$ cat config.mk
export PLATFORM = sky130hd
export DESIGN_NAME = adder_pipe
export DESIGN_NICKNAME = d
export VERILOG_FILES = /design/src/rtl/adder_pipe.sv
export SDC_FILE = /design/constraint.sdc
export NUM_CORES = 1
export LEC_CHECK = 0
export CAP_MARGIN = 20
export CORE_MARGIN = 1
export CORE_UTILIZATION = 25
export DETAILED_ROUTE_END_ITERATION = 10
export SLEW_MARGIN = 5
export SYNTH_ARGS = -nofsm -noshare
export SYNTH_HDL_FRONTEND = slang
export SYNTH_SLANG_ARGS = --single-unit
export TNS_END_PERCENT = 50
$ cat constraint.sdc
create_clock -name iclk -period 1.9 [get_ports iclk]
set_input_delay 0.38 -clock iclk [delete_from_list [all_inputs] [get_ports iclk]]
set_output_delay 0.38 -clock iclk [all_outputs]
set_load 0.005 [all_outputs]
$ cat src/rtl/adder_pipe.sv
// Pipelined add/subtract unit: the carry chain is cut into MP_STAGES equal segments,
// one segment resolved per clock, with a valid/ready handshake on both sides.
module adder_pipe #(
   parameter int MP_WIDTH  = 8,
   parameter int MP_STAGES = 2
) (
   input  logic                iclk,
   input  logic                irst,
   input  logic                ivalid,
   output logic                oready,
   input  logic [MP_WIDTH-1:0] ia,
   input  logic [MP_WIDTH-1:0] ib,
   input  logic                icin,
   input  logic                isub,
   output logic                ovalid,
   input  logic                iready,
   output logic [MP_WIDTH-1:0] osum,
   output logic                ocout,
   output logic                ooverflow
);

   localparam int SW = MP_WIDTH / MP_STAGES;

   function automatic logic [SW:0] seg_add(input logic [SW-1:0] a,
                                           input logic [SW-1:0] b,
                                           input logic          c);
      seg_add = {1'b0, a} + {1'b0, b} + {{SW{1'b0}}, c};
   endfunction

   logic                adv;
   logic [MP_WIDTH-1:0] bx0;
   logic                c0;

   // Subtraction is A + ~B + 1, so the incoming carry is forced high.
   assign bx0    = isub ? ~ib : ib;
   assign c0     = isub ? 1'b1 : icin;
   assign adv    = iready || !ovalid;
   assign oready = adv;

   for (genvar k = 0; k < MP_STAGES; k++) begin : g_stage
      logic [SW-1:0]         a_seg;
      logic [SW-1:0]         b_seg;
      logic                  c_in;
      logic                  v_in;
      logic [SW:0]           seg;
      logic [(k+1)*SW-1:0]   sum_nxt;
      logic [(k+1)*SW-1:0]   sum_p;
      logic                  cy_p;
      logic                  vld_p;

      assign seg = seg_add(a_seg, b_seg, c_in);

      if (k == 0) begin : g_in
         assign a_seg   = ia[SW-1:0];
         assign b_seg   = bx0[SW-1:0];
         assign c_in    = c0;
         assign v_in    = ivalid;
         assign sum_nxt = seg[SW-1:0];
      end else begin : g_in
         assign a_seg   = g_stage[k-1].g_hi.a_p[k*SW +: SW];
         assign b_seg   = g_stage[k-1].g_hi.bx_p[k*SW +: SW];
         assign c_in    = g_stage[k-1].cy_p;
         assign v_in    = g_stage[k-1].vld_p;
         assign sum_nxt = {seg[SW-1:0], g_stage[k-1].sum_p};
      end

      always_ff @(posedge iclk or posedge irst) begin
         if (irst)
            vld_p <= 1'b0;
         else if (adv)
            vld_p <= v_in;
      end

      // Operand bits not yet consumed travel alongside the partial sum.
      if (k < MP_STAGES - 1) begin : g_hi
         logic [MP_WIDTH-1:(k+1)*SW] a_nxt;
         logic [MP_WIDTH-1:(k+1)*SW] bx_nxt;
         logic [MP_WIDTH-1:(k+1)*SW] a_p;
         logic [MP_WIDTH-1:(k+1)*SW] bx_p;

         if (k == 0) begin : g_src
            assign a_nxt  = ia[MP_WIDTH-1:SW];
            assign bx_nxt = bx0[MP_WIDTH-1:SW];
         end else begin : g_src
            assign a_nxt  = g_stage[k-1].g_hi.a_p[MP_WIDTH-1:(k+1)*SW];
            assign bx_nxt = g_stage[k-1].g_hi.bx_p[MP_WIDTH-1:(k+1)*SW];
         end

         always_ff @(posedge iclk) begin
            if (adv) begin
               a_p  <= a_nxt;
               bx_p <= bx_nxt;
            end
         end

         always_ff @(posedge iclk) begin
            if (adv) begin
               sum_p <= sum_nxt;
               cy_p  <= seg[SW];
            end
         end
      end else begin : g_out
         logic ovf_nxt;
         logic ovf_p;

         // MSB segment lives here, so signed overflow is resolved in the final stage.
         assign ovf_nxt = (a_seg[SW-1] == b_seg[SW-1]) && (seg[SW-1] != a_seg[SW-1]);

         always_ff @(posedge iclk or posedge irst) begin
            if (irst) begin
               sum_p <= '0;
               cy_p  <= 1'b0;
               ovf_p <= 1'b0;
            end else if (adv) begin
               sum_p <= sum_nxt;
               cy_p  <= seg[SW];
               ovf_p <= ovf_nxt;
            end
         end
      end
   end

   // ---- output stage ----
   assign ovalid    = g_stage[MP_STAGES-1].vld_p;
   assign osum      = g_stage[MP_STAGES-1].sum_p;
   assign ocout     = g_stage[MP_STAGES-1].cy_p;
   assign ooverflow = g_stage[MP_STAGES-1].g_out.ovf_p;

endmodule

==> results of run 1 <==
per-stage QoR:
step | utilization | hold WS, ns | setup TNS [ns]
floorplan | - | 0.245 | -0.197
global placement | 0.358 | 0.434 | -2.01
global route | 0.368 | 0.472 | 0
finish | 0.368 | 0.414 | 0
CTS | 0.367 | 0.430 | 0
detailed placement | 0.358 | 0.434 | -2.15
synth_stat cells:
library cell,n,share of area
nand3_1,1,0.0041
a21boi_1,1,0.0061
ha_1,6,0.061
nor2_1,4,0.012
fa_1,4,0.065
edfxtp_1,13,0.32
xnor2_1,1,0.0071
a21oi_1,3,0.012
o41ai_2,1,0.013
a21o_1,4,0.024
nor2b_1,1,0.0051
buf_4,1,0.0061
inv_1,5,0.015
dfrtp_1,12,0.24
nand2_1,20,0.061
a211oi_2,1,0.010
buf_2,2,0.0081
xor2_1,10,0.071
nand2b_1,1,0.0051
a211oi_1,1,0.0061
a21oi_2,2,0.014
o21ai_0,1,0.0041
a21boi_0,1,0.0061
nor2b_4,1,0.011
or2_2,1,0.0051
o31ai_1,1,0.0061
placed cells by master, fill, tap and decap left out:
| cell type | instances |
|---|---|
| dlygate4sd2_1 | 3 |
| or2_4 | 1 |
| nor2_1 | 4 |
| o31ai_1 | 1 |
| clkdlybuf4s50_1 | 28 |
| nand2_1 | 20 |
| clkinv_2 | 1 |
| a21o_1 | 4 |
| a21oi_1 | 3 |
| dlymetal6s2s_1 | 1 |
| fa_1 | 2 |
| xnor2_1 | 1 |
| dfrtp_1 | 12 |
| fa_2 | 2 |
| clkbuf_8 | 3 |
| edfxtp_1 | 13 |
| buf_2 | 1 |
| a21boi_1 | 1 |
| nor2b_1 | 1 |
| xor2_1 | 9 |
| o41ai_2 | 1 |
| a21boi_0 | 1 |
| buf_4 | 7 |
| nand3_1 | 1 |
| nand2b_1 | 1 |
| inv_1 | 5 |
| a21oi_2 | 2 |
| a211oi_1 | 1 |
| xor2_2 | 1 |
| ha_1 | 6 |
| a211oi_2 | 1 |
| nor2b_4 | 1 |
| o21ai_0 | 1 |
routing by layer:
layer  GRT usage  wire length (um)
met3      0.0222               146
met2       0.147               998
met5           0                 0
met4      0.0392                32
met1       0.104               985
where the power goes:
part	switching (uW)	internal (uW)	total, uW
Sequential	55.4	702	757
Clock	165	147	311
Combinational	197	289	486
Total	417	1140	1550
cell families after synthesis:
group,Yosys count,synth area share
flip-flops,25,0.560
XOR/XNOR,11,0.0782
adder cells (fa/ha/maj),10,0.126
AO/OA/AOI/OAI,16,0.103
AND/OR/NAND/NOR,29,0.104
buffers and inverters,8,0.0294
worst max-delay path, cell delays in order:
cell and delay, ns:
dlygate4sd2_1 0.23, or2_4 0.22, fa_2 0.36, fa_2 0.37, a21o_1 0.18, a21o_1 0.14
repair_timing:
action,in CTS,in global routing
hold buffers,0,0
gates cloned,0,0
gates resized for setup,8,1
buffers inserted,0,0
setup endpoints to repair,4,1
pin swaps,4,0
path summary, 6_finish.rpt:
kind	cells after the start	to	start
worst max-delay path	6	g_stage[0].cy_p$_DFFE_PP_	icin
worst min-delay path	2	osum[5]$_DFFE_PP0P_	irst
worst max register to register	4	osum[5]$_DFFE_PP0P_	g_stage[0].cy_p$_DFFE_PP_
worst min register to register	2	osum[0]$_DFFE_PP0P_	g_stage[0].sum_p[0]$_DFFE_PP_
max in group asynchronous	2	osum[3]$_DFFE_PP0P_	irst
min in group iclk	2	osum[0]$_DFFE_PP0P_	g_stage[0].sum_p[0]$_DFFE_PP_
layout make-up:
class / instances / area share
clock buffers: 3 / 0.0238
clock inverters: 1 / 0.00288
inverters: 5 / 0.0108
multi-input cells: 66 / 0.300
flip-flops and latches: 25 / 0.398
well taps: 67 / 0.0483
repair buffers: 40 / 0.217
registers in the layout, indices dropped and copies added (netlist names):
register           flops
ocout                  1
g_stage.g_hi.a_p       4
ooverflow              1
g_stage.g_hi.bx_p      4
ovalid                 1
osum                   8
g_stage.sum_p          4
g_stage.cy_p           1
g_stage.vld_p          1
==> flow_summary.json, run 1 <==
{
  "worst_pin_slew_ns": 0.435,
  "vias": 805,
  "insertion_delay_ns": 0.27,
  "hold_violations": 0,
  "routed_wirelength_mm": 2.16,
  "cts_tree": "done",
  "antenna_left": 0,
  "power.density_mw_per_mm2": 895,
  "finalSetupViolCount": 0,
  "instances_no_fill": 207,
  "dr.pass1.iters": 3,
  "rows": 25,
  "crit_arrival_ns": 1.88,
  "grt_pass1_vias": 802,
  "core_sq_mm": 0.00472,
  "fin_crit_ns": 1.85,
  "grt_overflow": 0,
  "cts_num_sinks": 25,
  "relSlewSlack": 0.710,
  "drc": 0,
  "grt_max_degree": 26,
  "multi_input_area_sq_um": 520,
  "synthesis.area_sq_mm": 0.00123,
  "num-fill-cells": 456,
  "synth-seq-area-share": 0.560,
  "syn2layout_area_growth_pct": 40.9,
  "cts-root-buf": "clkbuf_8",
  "syn_inst": 99,
  "leakage_uw": 0.000755,
  "chipHeight_um": 72.2,
  "start_util": 0.261,
  "yosysWarnings": 0,
  "drt_iter0_drc": 45,
  "dp.cells": 203,
  "cts_inserted_buffers": 3,
  "h-tree-depth": 1,
  "final-seq-area_sq_um": 691,
  "setup_slack_ns": 0.0497,
  "dieArea_sq_mm": 0.00521,
  "io_buffer_count": 33,
  "io_pins": 34,
  "drv_cap": 0,
  "syn_nets": 131,
  "maxSlewViolCount": 0,
  "ir_drop_mv": 0.265,
  "fp.dieW_um": 72.2,
  "clk_pin_slew_ns": 0.09,
  "place_area_sq_mm": 0.00169,
  "reg2reg_slack_ns": 0.32,
  "grt_first_pass_wirelength_mm": 3.49,
  "synth_cell_type_count": 26,
  "hold_path.class": "input pin to asynchronous set/reset pin",
  "grtUsageTotal": 0.0869,
  "synth_seq_cells": 25,
  "rsz0062_at_grt": "false",
  "drive_above_1_share": 0.150,
  "endpoint_kind": "flop",
  "required_ns": 1.93,
  "cts_buffer_depth": 2,
  "fin_nets": 173,
  "vias_per_cell": 3.89,
  "path_max_fanout": 2,
  "stdcell_area_sq_mm": 0.00174,
  "antenna_found_initial": 0,
  "clock_skew_ns": 0.00297,
  "power.total_uw": 1550,
  "final.period_utilization": 0.974,
  "num_antenna_cells": 0,
  "preCtsSetupSlack_ns": -0.646,
  "status": "completed",
  "maxClockFrequency_mhz": 540,
  "synth_area_per_cell_sq_um": 12.4,
  "wl_per_cell_um": 10.4,
  "place_congestion": 0.803,
  "worstSetupPathType": "input pin to flop",
  "startpoint_type": "input pin",
  "hpwl_mm": 1.74
}
(Power assumes the default switching activity.)
==> run 2, diff against run 1 <==
--- a/config.mk
+++ b/config.mk
@@ -9,7 +9,7 @@
 export CORE_MARGIN = 1
 export CORE_UTILIZATION = 25
 export DETAILED_ROUTE_END_ITERATION = 10
-export SLEW_MARGIN = 5
+export SLEW_MARGIN = 30
 export SYNTH_ARGS = -nofsm -noshare
 export SYNTH_HDL_FRONTEND = slang
 export SYNTH_SLANG_ARGS = --single-unit
==> results of run 2 <==
Final layout, timing and power as in run 1 (identical DEF).
